--- src/rtl/partition_err_monitor.sv ---
// Exhaustive 0..2^IN_W-1 sweep comparing exact vs approximate partition outputs; 2 cycles/vector minimum, one vector outstanding.
// vec_o holds while vec_valid && !vec_ready; PARTITION_MAXERR_EN enables max_abs_err tracking (else constant 0).
module partition_err_monitor #(
  parameter int IN_W  = 7,
  parameter int OUT_W = 4
) (
  input  logic                              clk,
  input  logic                              rst_n,
  input  logic                              start,
  output logic [IN_W-1:0]                   vec_o,
  output logic                              vec_valid,
  input  logic                              vec_ready,
  input  logic                              resp_valid,
  input  logic [OUT_W-1:0]                  exact_i,
  input  logic [OUT_W-1:0]                  approx_i,
  output logic                              busy,
  output logic                              done,
  output logic [IN_W:0]                     err_cnt,
  output logic [IN_W+$clog2(OUT_W+1)-1:0]   ham_sum,
  output logic [OUT_W-1:0]                  max_abs_err
);
  localparam int PC_W  = $clog2(OUT_W + 1);
  localparam int HAM_W = IN_W + PC_W;

  typedef enum logic [1:0] {IDLE, ISSUE, WAIT, DONE} state_t;

  state_t            state_q, state_d;
  logic [IN_W-1:0]   vec_q, vec_d;
  logic [IN_W:0]     err_cnt_q, err_cnt_d;
  logic [HAM_W-1:0]  ham_sum_q, ham_sum_d;
  logic [OUT_W-1:0]  diff;
  logic [PC_W-1:0]   popcnt;
  logic              clear;
  logic              accept;

  assign diff   = exact_i ^ approx_i;
  assign clear  = start && ((state_q == IDLE) || (state_q == DONE));
  assign accept = (state_q == WAIT) && resp_valid;

  always_comb begin
    popcnt = '0;
    for (int i = 0; i < OUT_W; i++) begin
      popcnt = popcnt + PC_W'(diff[i]);
    end
  end

  always_comb begin
    state_d   = state_q;
    vec_d     = vec_q;
    err_cnt_d = err_cnt_q;
    ham_sum_d = ham_sum_q;
    vec_valid = 1'b0;
    busy      = 1'b0;
    done      = 1'b0;
    unique case (state_q)
      IDLE, DONE: begin
        done = (state_q == DONE);
        if (clear) begin
          state_d   = ISSUE;
          vec_d     = '0;
          err_cnt_d = '0;
          ham_sum_d = '0;
        end
      end
      ISSUE: begin
        vec_valid = 1'b1;
        busy      = 1'b1;
        if (vec_ready) state_d = WAIT;
      end
      WAIT: begin
        busy = 1'b1;
        if (accept) begin
          if (diff != '0) err_cnt_d = err_cnt_q + (IN_W+1)'(1);
          ham_sum_d = ham_sum_q + HAM_W'(popcnt);
          // Terminal vector is caught before increment so the counter never wraps.
          if (vec_q == '1) begin
            state_d = DONE;
          end else begin
            vec_d   = vec_q + IN_W'(1);
            state_d = ISSUE;
          end
        end
      end
      default: state_d = IDLE;
    endcase
  end

  always_ff @(posedge clk) begin
    if (!rst_n) begin
      state_q   <= IDLE;
      vec_q     <= '0;
      err_cnt_q <= '0;
      ham_sum_q <= '0;
    end else begin
      state_q   <= state_d;
      vec_q     <= vec_d;
      err_cnt_q <= err_cnt_d;
      ham_sum_q <= ham_sum_d;
    end
  end

  assign vec_o   = vec_q;
  assign err_cnt = err_cnt_q;
  assign ham_sum = ham_sum_q;

`ifdef PARTITION_MAXERR_EN
  logic [OUT_W-1:0] max_q, max_d, abs_err;

  always_comb begin
    abs_err = (exact_i >= approx_i) ? (exact_i - approx_i) : (approx_i - exact_i);
    max_d   = max_q;
    if (clear) begin
      max_d = '0;
    end else if (accept && (abs_err > max_q)) begin
      max_d = abs_err;
    end
  end

  always_ff @(posedge clk) begin
    if (!rst_n) max_q <= '0;
    else        max_q <= max_d;
  end

  assign max_abs_err = max_q;
`else
  assign max_abs_err = '0;
`endif

endmodule

--- config.mk ---
export PLATFORM = sky130hd
export DESIGN_NAME = partition_err_monitor
export DESIGN_NICKNAME = d
export VERILOG_FILES = /design/src/rtl/partition_err_monitor.sv
export SDC_FILE = /design/constraint.sdc
export NUM_CORES = 1
export LEC_CHECK = 0
export ABC_AREA = 1
export BUFFER_PORTS_ARGS = -buffer_cell sky130_fd_sc_hd__buf_4
export CORE_UTILIZATION = 40
export CTS_BUF_LIST = sky130_fd_sc_hd__clkbuf_8
export DETAILED_ROUTE_END_ITERATION = 10
export GPL_ROUTABILITY_DRIVEN = 0
export GPL_TIMING_DRIVEN = 0
export MAX_ROUTING_LAYER = met4
export SLEW_MARGIN = 5
export SYNTH_ARGS = -nofsm -noshare
export SYNTH_HDL_FRONTEND = slang
export SYNTH_SLANG_ARGS = --single-unit
--- constraint.sdc ---
create_clock -name clk -period 5 [get_ports clk]
set_clock_uncertainty 0.2 [all_clocks]
set_input_delay 0 -clock clk [delete_from_list [all_inputs] [get_ports clk]]
set_output_delay 0 -clock clk [all_outputs]
set_load 0.02 [all_outputs]
# After elaboration in Yosys (flattened, before gate mapping)
# Index checks and enable logic that the tools add are counted.
# Widths: inputs -> output; s select.
[totals]
regBits = 27
inputBits = 13
out_inout_bits = 32
wordCells = 51
[classes]
addsub = 6
n_eq_ne = 9
muxes = 19
n_bitwise = 1
n_reduce_logical = 12
[ops]
columns = ["op", "n"]
rows = [
  ["$mux 8", 3],
  ["$mux 7", 3],
  ["$mux 10", 2],
  ["$pmux 10 s2", 1],
  ["$pmux 8 s2", 1],
  ["$pmux 7 s2", 1],
  ["$add 10x3->10", 1],
  ["$add 8x1->8 const B", 1],
  ["$mux 2", 4],
  ["$ne 2x2->1 const B", 4],
  ["$reduce_and 4->1", 2],
  ["$add 7x1->7 const B", 1],
  ["$eq 7x7->1 const B", 1],
  ["$pmux 2 s3", 1],
  ["$reduce_and 3->1", 2],
  ["$eq 2x2->1 const B", 2],
  ["$reduce_bool 4->1", 1],
  ["$reduce_or 2->1", 2],
  ["$xor 4x4->4", 1],
  ["$add 2x1->3", 1],
  ["$add 3x1->3", 1],
  ["$mux 1", 3],
  ["$add 1x1->2", 1],
  ["$eq 2x1->1 const B", 1],
  ["other kinds (5)", 6],
]

# Depth between registers and ports, before layout
# Gate-level depths: netlist (run 1).
[logic_depth]
ltp_word = 7
depth_mapped = 14
depth_no_buf = 14

# Least setup slack after synthesis (run 1)
# Ideal clock, no wire load.
[synth_path]
kind = "register to register"
startpoint = "register ham_sum_q[0], in the netlist ham_sum[0]"
endpoint = "register ham_sum_q[8], in the netlist ham_sum[8]"
setup_time_ns = 0.070
arrival_ns = 2.405
t_required_ns = 4.730
slack_ns = 2.325
path_stages_with_launch = 13
n_path_buf = 0
period_less_slack_ns = 2.675
cell_sequence = "dfxtp_1 -> inv_1 -> fa_1 -> inv_1 -> fa_1 -> fa_1 -> nand2_1 -> nor2_1 -> nand2_1 -> nor2_1 -> nand2_1 -> o21ai_2 -> a21oi_1"
[synth_between]
elab_chain_cells = 3
[synth_lines]
columns = ["element", "line", "source"]
rows = [
  ["from (decl)", "30", "logic [HAM_W-1:0] ham_sum_q, ham_sum_d;"],
  ["from (signal assigned)", "98", "ham_sum_q <= ham_sum_d;"],
  ["$add 10x3->10", "74", "ham_sum_d = ham_sum_q + HAM_W'(popcnt);"],
  ["$mux 10", "72", "if (accept) begin"],
  ["$pmux 10 s2", "55", "unique case (state_q)"],
]
# No other way between the ends. The select of a mux whose other input is x is not followed.
# A chain may end at the register's enable or synchronous reset.

# Final worst setup path (run 1)
# Ends and elaborated chain as after synthesis.

==> results of run 1 <==
[power groups by stage]
stage	clock [mW]	sequential, mW	combinational (mW)
after floorplan	0	0.271	0.265
after global placement	0	0.262	0.375
after detailed placement	0	0.262	0.377
after CTS	0.127	0.257	0.379
after global routing	0.137	0.261	0.420
final	0.121	0.256	0.375
[area by class of cell]
class,instances,area share [%]
Multi-Input combinational cell,178,44.05
Sequential cell,27,25.31
Timing Repair Buffer,42,15.00
Inverter,42,7.616
Buffer,7,2.988
Tap cell,50,2.929
Clock buffer,3,1.933
Clock inverter,1,0.1757
[worst paths after layout]
kind                                   to                     from  cells after the start  slack (ps)
hold / removal    ham_sum[1]$_SDFFE_PN0P_                    start                      7          70
setup reg to reg  ham_sum[8]$_SDFFE_PN0P_  ham_sum[0]$_SDFFE_PN0P_                     12        2320
hold reg to reg   ham_sum[8]$_SDFFE_PN0P_  ham_sum[8]$_SDFFE_PN0P_                      2         270
setup / recovery  ham_sum[8]$_SDFFE_PN0P_  ham_sum[0]$_SDFFE_PN0P_                     12        2320
[routing by layer]
| metal | GRT usage [%] | vias up |
|---|---|---|
| met1 | 23.41 | 712 |
| met5 | - | - |
| li1 | - | 877 |
| met2 | 30.00 | 34 |
| met4 | 4.787 | 0 |
| met3 | 4.110 | 4 |
[cells in the final DEF, fill, tap and decap left out, types with 2 or more instances in the layout]
cell type      instances
ha_1                   7
xnor2_1                3
dlygate4sd3_1          2
buf_4                 44
fa_1                   3
dfxtp_1               27
nand3_1               18
nand2_1               58
nor3_1                 8
inv_2                  2
o21ai_0               10
nand2_4                2
inv_1                 40
conb_1                 4
clkbuf_8               3
nor2_1                32
a21oi_1               18
nand4_1                5
o21ai_2                3
buf_6                  3
[synthesized netlist by cell type (all sizes together)]
cell type	count
nand2	61
inv	41
o21bai	1
xnor2	3
nor2	33
nand3	19
dfxtp	27
buf	7
xor2	1
clkinv	1
a21oi	18
conb	1
nand4	5
o21ai	14
a211oi	1
fa	3
nor3	8
ha	7
[what timing repair did]
action	CTS	global route
endpoints found under the hold margin	17	0
hold buffers	2	0
buffers inserted	0	0
resized for setup	0	0
[flip-flops by register name, indices dropped and copies added (netlist names)]
signal,cells
ham_sum,10
err_cnt,8
vec_o,7
state_q,2
[cell families after synthesis]
family                     Yosys count
and+or+nand+nor                    126
xor gates and xnor gates             4
adders and majority gates           10
other                                1
buffers and inverters               49
DFF                                 27
AOI/OAI and AO/OA                   34
[metrics by stage]
stage | area (um2) | worst slack [ps] | std cells | utilization (%) | hold WS (ps)
after floorplan | 1708 | 2325 | 254 | - | -79.61
after global placement | 2071 | 2338 | 344 | 51.40 | 96.95
after detailed placement | 2071 | 2319 | 344 | 51.40 | 100.1
after CTS | 2136 | 2305 | 350 | 53.01 | 70.27
after global routing | 2136 | 2126 | 350 | 53.01 | 85.89
final | 2136 | 2319 | 350 | 53.01 | 65.57
[worst min-delay path: cells and delay by family]
| kind | cells | cell delay (ps) |
|---|---|---|
| buf+inv | 3 | 220 |
| simple gates | 3 | 230 |
| compound gates | 1 | 50 |
==> impl_metrics.json, run 1 <==
{
  "status": "complete, no violations",
  "cts_tree": "done",
  "yosysTopAreaCell": "dfxtp_1",
  "ios": 45,
  "synth.area.mux_share_pct": 0,
  "vias": 1627,
  "crit_required_ps": 5010,
  "routedWlPerCell_um": 10.00,
  "max_cap_violations": 0,
  "yosysWarnings": 0,
  "wl_met3_um": 148,
  "clock-sinks": 27,
  "grt_start_max_net_pins": 15,
  "synth_top_family_by_area": "simple AND/OR/NAND/NOR gates",
  "regArea_um2": 540.5,
  "worstSetupStartpointType": "register",
  "cp-end-kind": "register",
  "rsz0062_at_grt": "no",
  "critical_path.top_delay_family": "adder cells",
  "portBuffers": 40,
  "p_comb_share_pct": 49.8,
  "row_count": 23,
  "start_util_pct": 42.11,
  "areaGrowthSynthToFinish_pct": 25.89,
  "synthSimpleGateAreaFrac_pct": 32.82,
  "htree_levels": 1,
  "syn_avg_cell_area_um2": 6.759,
  "multi_input_area_um2": 940.9,
  "dr_wl_met2_mm": 1.635,
  "clock.fmax_mhz": 372.9,
  "clock_tree.buffer_depth": 2,
  "final-setup-viol-count": 0,
  "crit_fanout": 4,
  "ys_top_cells_by_area": "dfxtp_1, nand2_1, inv_1",
  "nets": 324,
  "period_share_pct": 53.63,
  "switching_share_pct": 43.72,
  "p_leak_nw": 0.9760,
  "antenna_left": 0,
  "vdd_drop_max_mv": 0.2373,
  "power.total_mw": 0.7529,
  "worstPathCellList": "inv_1 -> fa_1 -> inv_1 -> fa_1 -> fa_1 -> nand2_1 -> nor2_1 -> nand2_1 -> nor2_1 -> nand2_1 -> o21ai_2 -> a21oi_1",
  "yosysUniqueCellTypes": 26,
  "syn_inst": 251,
  "crit_buf_inv": 2,
  "synth_compound_area_share_pct": 10.99,
  "overflow": 0,
  "antenna_found_initial": 0,
  "die_h_um": 67.13,
  "grt_use_total_pct": 18.63,
  "fillCellCount": 439,
  "critPathMaxStageDelay_ps": 540,
  "top_layer_used": "met4",
  "layout_min_cycle_time_ps": 2681,
  "cp.arrival_ps": 2690,
  "internal_power_mw": 0.4237,
  "grt_pass1_vias": 1464,
  "die_area_um2": 4506,
  "avgViaCountPerCell": 4.649,
  "tns_ps": 0,
  "cts-root-buf": "clkbuf_8",
  "clock_latency_ps": 270,
  "slew_viol_final": 0,
  "seqPwrFrac_pct": 34.1,
  "routed_wl_mm": 3.500,
  "place_hpwl_mm": 2.692,
  "synth_area_um2": 1697,
  "cts_made_buffers": 3,
  "hp-class": "in -> reg",
  "die_w_um": 67.13,
  "route.detailed.drc": 0,
  "antenna_cells": 0,
  "yosysSeqAreaShare_pct": 31.86,
  "synth_xor_area_share_pct": 2.065,
  "synthAdderAreaFrac_pct": 8.702,
  "power.share.clock_pct": 16.1,
  "ys_ff_latch": 27,
  "clk_pin_slew_ps": 90,
  "wl_met1_mm": 1.696,
  "drt_iter0_drc": 121,
  "grt_pass1_wl_mm": 6.279,
  "dr.pass1.iters": 4,
  "p_per_area_nw_per_um2": 352.5,
  "core_area_um2": 4029,
  "crit_type": "reg -> reg",
  "hold_violations": 0,
  "yosysTopAreaCellShare_pct": 31.86,
  "p_switching_mw": 0.3292,
  "critPathSlowestCell": "fa_1",
  "drive_gt1_share_pct": 20.33
}
No activity file was read; power rests on OpenSTA's default activity.
==> inputs of run 2 (changes only) <==
--- a/config.mk
+++ b/config.mk
@@ -13,6 +13,7 @@
 export GPL_ROUTABILITY_DRIVEN = 0
 export GPL_TIMING_DRIVEN = 0
 export MAX_ROUTING_LAYER = met4
+export PLACE_DENSITY = 0.66
 export SLEW_MARGIN = 5
 export SYNTH_ARGS = -nofsm -noshare
 export SYNTH_HDL_FRONTEND = slang
==> constraint.sdc (replaced) <==
create_clock -name clk -period 2.3 [get_ports clk]
set_clock_uncertainty 0.2 [all_clocks]
set_input_delay 0 -clock clk [delete_from_list [all_inputs] [get_ports clk]]
set_output_delay 0 -clock clk [all_outputs]
set_load 0.02 [all_outputs]
==> run 2 against run 1 <==
Effect of this change:
- the flow now finishes with violations (setup timing)
- fmax increased by 12%
- routed wire length increased by 6.0%
- power increased by 130%
- die area unchanged
==> impl_metrics.json, run 2 (synthesis gave the netlist of run 1 again) <==
{
  "status": "complete, but fails checks",
  "violations": "setup timing",
  "min_path_cells": 7,
  "vdd_drop_max_mv": 0.5410,
  "grt_util_met1_pct": 23.11,
  "rsz0062_at_grt": "yes",
  "routedWlPerCell_um": 10.45,
  "critPathMaxStageDelay_ps": 490,
  "cp.arrival_ps": 2400,
  "rr_worst_depth": 12,
  "start_util_pct": 42.11,
  "antenna_left": 0,
  "antenna_cells": 0,
  "busiest_layer": "met2",
  "overflow": 0,
  "cts-root-buf": "clkbuf_8",
  "final-setup-viol-count": 6,
  "fillCellCount": 420,
  "grt_pass1_wl_mm": 6.244,
  "row_count": 23,
  "core_area_um2": 4029,
  "crit_type": "reg -> reg",
  "grt_start_max_net_pins": 15,
  "slew_viol_final": 0,
  "mostFrequentLayoutCells": "nand2_1, buf_4, inv_1",
  "largest_reg_flops": 10,
  "routed_wl_mm": 3.710,
  "cts_tree": "done",
  "crit_required_ps": 2300,
  "worstPathCellList": "inv_2 -> fa_1 -> inv_1 -> fa_2 -> fa_2 -> nand2_2 -> nor2_2 -> nand2_2 -> nor2_4 -> nand2_2 -> o21ai_2 -> a21oi_1",
  "max_cap_violations": 0,
  "dr.pass1.iters": 4,
  "grt_use_total_pct": 18.24,
  "place_hpwl_mm": 2.792,
  "p_per_area_nw_per_um2": 759.1,
  "route.detailed.drc": 0,
  "portBuffers": 40,
  "met2_usage_pct": 30.50,
  "drive_gt1_share_pct": 27.54,
  "finalWorstSetupSlack_ps": -102.2,
  "areaGrowthSynthToFinish_pct": 32.01,
  "cp-end-kind": "register",
  "clock_tree.buffer_depth": 2,
  "nets": 329,
  "die_w_um": 67.13,
  "cts_made_buffers": 3,
  "clock_latency_ps": 270,
  "final_common_cell": "nand2_1",
  "clock-sinks": 27,
  "die_h_um": 67.13,
  "worstSetupStartpointType": "register",
  "ios": 45,
  "antenna_found_initial": 0,
  "period_share_pct": 104.4,
  "hp-class": "in -> reg",
  "vias": 1689,
  "pre_cts_ws_ps": -147.3,
  "cp_common_cell": "nand2_2",
  "clk_pin_slew_ps": 90,
  "die_area_um2": 4506,
  "power.total_mw": 1.700,
  "layout_min_cycle_time_ps": 2402,
  "avgViaCountPerCell": 4.758,
  "clock.fmax_mhz": 416.3,
  "hold_violations": 0,
  "htree_levels": 1,
  "critPathSlowestCell": "fa_1",
  "grt_pass1_vias": 1467,
  "crit_fanout": 4,
  "drt_iter0_drc": 59,
  "p_leak_nw": 1.023,
  "met3_usage_pct": 3.596
}
-- run 2: worst paths after layout --
check / from / endpoint / slack (ps)
worst max register to register: ham_sum[0]$_SDFFE_PN0P_ / ham_sum[8]$_SDFFE_PN0P_ / -100
worst max-delay path: ham_sum[0]$_SDFFE_PN0P_ / ham_sum[8]$_SDFFE_PN0P_ / -100
worst min-delay path: start / ham_sum[0]$_SDFFE_PN0P_ / 70
worst min register to register: ham_sum[8]$_SDFFE_PN0P_ / ham_sum[8]$_SDFFE_PN0P_ / 270
-- run 2: per-stage QoR --
stage | cells | cell area [um2] | util [%] | hold WS [ps] | TNS, ps
after floorplan | 254 | 1722 | - | -79.61 | -136.3
after global placement | 344 | 2085 | 51.74 | 99.03 | -199.0
after detailed placement | 344 | 2085 | 51.74 | 99.33 | -252.5
after CTS | 354 | 2180 | 54.10 | 56.48 | -226.3
after global routing | 355 | 2240 | 55.59 | 155.9 | -1059
final | 355 | 2240 | 55.59 | 67.93 | -305.5
-- run 2: power by group --
group	switching, mW	internal, mW	total (mW)
clock network	0.138	0.119	0.258
registers	0.0510	0.508	0.559
logic	0.555	0.328	0.883
-- run 2: critical path: cells and delay by family, from the launching register on --
family | cells | cell delay (ps)
AO/OA/AOI/OAI | 2 | 160
adder cells (fa/ha/maj) | 3 | 1210
buffers and inverters | 2 | 80
flip-flops | 1 | 360
AND/OR/NAND/NOR | 5 | 330
-- run 2: area by class of cell --
| class | instances | area [um2] | share of cell area [%] |
|---|---|---|---|
| Buffer | 7 | 63.81 | 2.849 |
| Sequential cell | 27 | 544.3 | 24.30 |
| Clock inverter | 1 | 3.754 | 0.1676 |
| Multi-Input combinational cell | 178 | 999.7 | 44.64 |
| Inverter | 42 | 162.7 | 7.263 |
| Clock buffer | 3 | 41.29 | 1.844 |
| Tap cell | 50 | 62.56 | 2.793 |
| Timing Repair Buffer | 47 | 361.6 | 16.15 |
-- run 2: routing by layer --
| layer | vias up | routed length (um) | share of wire (%) |
|---|---|---|---|
| li1 | 895 | - | - |
| met2 | 30 | 1876 | 51 |
| met5 | - | 0 | 0 |
| met1 | 762 | 1671 | 45 |
| met4 | 0 | 16 | 0.43 |
| met3 | 2 | 146 | 3.9 |
-- run 2: what timing repair did --
item	4_1_cts	5_1_grt
setup buffers	4	2
pin swaps	2	8
resized for setup	0	17
hold buffers	2	0
endpoints found under the setup margin	4	7
endpoints found under the hold margin	17	0
==> inputs of run 3 (changes only) <==
--- a/config.mk
+++ b/config.mk
@@ -11,7 +11,6 @@
 export CTS_BUF_LIST = sky130_fd_sc_hd__clkbuf_8
 export DETAILED_ROUTE_END_ITERATION = 10
 export GPL_ROUTABILITY_DRIVEN = 0
-export GPL_TIMING_DRIVEN = 0
 export MAX_ROUTING_LAYER = met4
 export PLACE_DENSITY = 0.66
 export SLEW_MARGIN = 5
==> run 3 against run 2 <==
Effect of this change:
- the flow still finishes with violations (setup timing)
- die area unchanged
- non-clock buffer count is 9 lower
- setup slack gained 27 ps
- flip-flop and latch count is the same
- largest cell class unchanged
- highest routed layer unchanged
==> impl_metrics.json, run 3 (synthesis gave the netlist of run 1 again) <==
{
  "grt_pass1_wl_mm": 6.230,
  "hold_violations": 0,
  "placedCellCount": 340,
  "postLayoutCoreUtil_pct": 52.80,
  "portBuffers": 40,
  "rr_worst_depth": 12,
  "power.total_mw": 1.609,
  "route.detailed.drc": 0,
  "hp-class": "in -> reg",
  "overflow": 0,
  "areaGrowthSynthToFinish_pct": 25.37,
  "final-setup-viol-count": 3,
  "avgViaCountPerCell": 4.676,
  "core_area_um2": 4029,
  "status": "complete, but fails checks",
  "critPathSlowestCell": "fa_1",
  "cp-end-kind": "register",
  "antenna_left": 0,
  "grt_use_total_pct": 18.48,
  "tns_ps": -146.8,
  "final-instance-count-excl-fill": 346,
  "period_share_pct": 103.3,
  "finalWorstSetupSlack_ps": -75.57,
  "rsz0062_at_grt": "yes",
  "vdd_drop_max_mv": 0.5520,
  "hold_start": "start",
  "ios": 45,
  "worstPathCellList": "inv_2 -> fa_1 -> inv_2 -> fa_2 -> fa_2 -> nand2_2 -> nor2_2 -> nand2_2 -> nor2_4 -> nand2_1 -> o21ai_2 -> a21oi_1",
  "slew_viol_final": 0,
  "cp.depth": 12,
  "row_count": 23,
  "mostFrequentLayoutCells": "nand2_1, buf_4, inv_1",
  "cts_made_buffers": 3,
  "fillCellCount": 415,
  "whs_endpoint": "ham_sum[1]$_SDFFE_PN0P_",
  "vias": 1618,
  "critical_path.top_delay_family": "adder cells",
  "grt_start_max_net_pins": 15,
  "power.share.clock_pct": 16.6,
  "drt_iter0_drc": 54,
  "clk_pin_slew_ps": 90,
  "critPathMaxStageDelay_ps": 510,
  "nets": 320,
  "max_cap_violations": 0,
  "p_per_area_nw_per_um2": 756.5,
  "cts_tree": "done",
  "cp.arrival_ps": 2380,
  "violations": "setup timing",
  "p_leak_nw": 0.9514,
  "clock_latency_ps": 270,
  "internal_power_mw": 0.8876,
  "clock_tree.buffer_depth": 2,
  "layout_min_cycle_time_ps": 2376,
  "crit_fanout": 4,
  "clock.fmax_mhz": 421.0,
  "die_h_um": 67.13,
  "routed_wl_mm": 3.523,
  "crit_buf_inv": 2,
  "cts-root-buf": "clkbuf_8",
  "drive_gt1_share_pct": 22.97,
  "routedWlPerCell_um": 10.18,
  "die_w_um": 67.13,
  "switching_share_pct": 44.84,
  "crit_type": "reg -> reg",
  "clock-sinks": 27,
  "min_path_cells": 7,
  "antenna_found_initial": 0,
  "p_comb_share_pct": 48.8,
  "final_common_cell": "nand2_1",
  "worstSetupStartpointType": "register",
  "grt_pass1_vias": 1492,
  "worst_r2r_endpoint": "ham_sum[8]$_SDFFE_PN0P_",
  "htree_levels": 1,
  "seqPwrFrac_pct": 34.7,
  "crit_required_ps": 2310,
  "largest_reg_flops": 10,
  "antenna_cells": 0,
  "start_util_pct": 42.11,
  "rrSetupSlack_ps": -80,
  "p_switching_mw": 0.7216,
  "hold_slack_ps": 67.35,
  "dr.pass1.iters": 4,
  "r2r-start": "ham_sum[0]$_SDFFE_PN0P_",
  "place_hpwl_mm": 2.726,
  "die_area_um2": 4506
}
[run 3: cell count changes in the layout (fill, tap and decap cells not counted), moves of 2 or more]
cell,change
a21oi_1,+2
a21oi_2,-2
buf_4,-5
buf_6,-4
nand2_1,+4
nand2_2,-3
o21ai_0,+2
o21ai_2,-2
[run 3: how the worst max path moves through the flow]
stage	start	to	slack, ps
after global placement	ham_sum[0]$_SDFFE_PN0P_	ham_sum[8]$_SDFFE_PN0P_	-50
after detailed placement	ham_sum[0]$_SDFFE_PN0P_	ham_sum[8]$_SDFFE_PN0P_	-90
final	ham_sum[0]$_SDFFE_PN0P_	ham_sum[8]$_SDFFE_PN0P_	-80
after floorplan	ham_sum[0]$_SDFFE_PN0P_	ham_sum[8]$_SDFFE_PN0P_	-70
after global routing	ham_sum[0]$_SDFFE_PN0P_	ham_sum[8]$_SDFFE_PN0P_	-200
after CTS	ham_sum[0]$_SDFFE_PN0P_	ham_sum[8]$_SDFFE_PN0P_	-70
[run 3: stage by stage]
step	area, um2	setup slack, ps
after floorplan	1722	-69.03
after global placement	2043	-53.89
after detailed placement	2043	-93.18
after CTS	2108	-74.38
after global routing	2127	-199.1
final	2127	-75.57
[run 3: power groups by stage]
| stage | Combinational (mW) | Clock [mW] | Sequential, mW |
|---|---|---|---|
| finish | 0.785 | 0.266 | 0.558 |
| global route | 0.881 | 0.294 | 0.566 |
| CTS | 0.773 | 0.278 | 0.559 |
| detailed placement | 0.770 | 0 | 0.570 |
| global placement | 0.758 | 0 | 0.571 |
| floorplan | 0.581 | 0 | 0.591 |
[run 3: timing repair]
action / 4_1_cts / 5_1_grt
endpoints found under the hold margin: 15 / 0
setup buffers: 0 / 0
pin swaps: 2 / 3
setup endpoints to repair: 4 / 5
gates resized for setup: 0 / 6
hold buffers: 2 / 0
[run 3: final cells by class]
class | count | area (um2) | share of cell area [%]
tap | 50 | 62.56 | 2.941
multi-input combinational | 178 | 969.7 | 45.59
sequential | 27 | 544.3 | 25.59
timing repair buffer | 45 | 342.8 | 16.12
clock buffer | 3 | 41.29 | 1.941
clock inverter | 1 | 3.754 | 0.1765
inverter | 42 | 162.7 | 7.647
[run 3: worst min-delay path, delay by kind of cell]
family          cells  cell delay, ps
simple gates        3             240
buf+inv             3             210
compound gates      1              50
[run 3: layer usage]
metal / global-route usage [%] / share of wire, % / vias to the layer above
met5: - / 0 / -
met4: 3.191 / 0.48 / 0
met3: 4.110 / 4.4 / 2
met2: 31.75 / 47 / 31
met1: 22.11 / 48 / 716
li1: - / - / 869
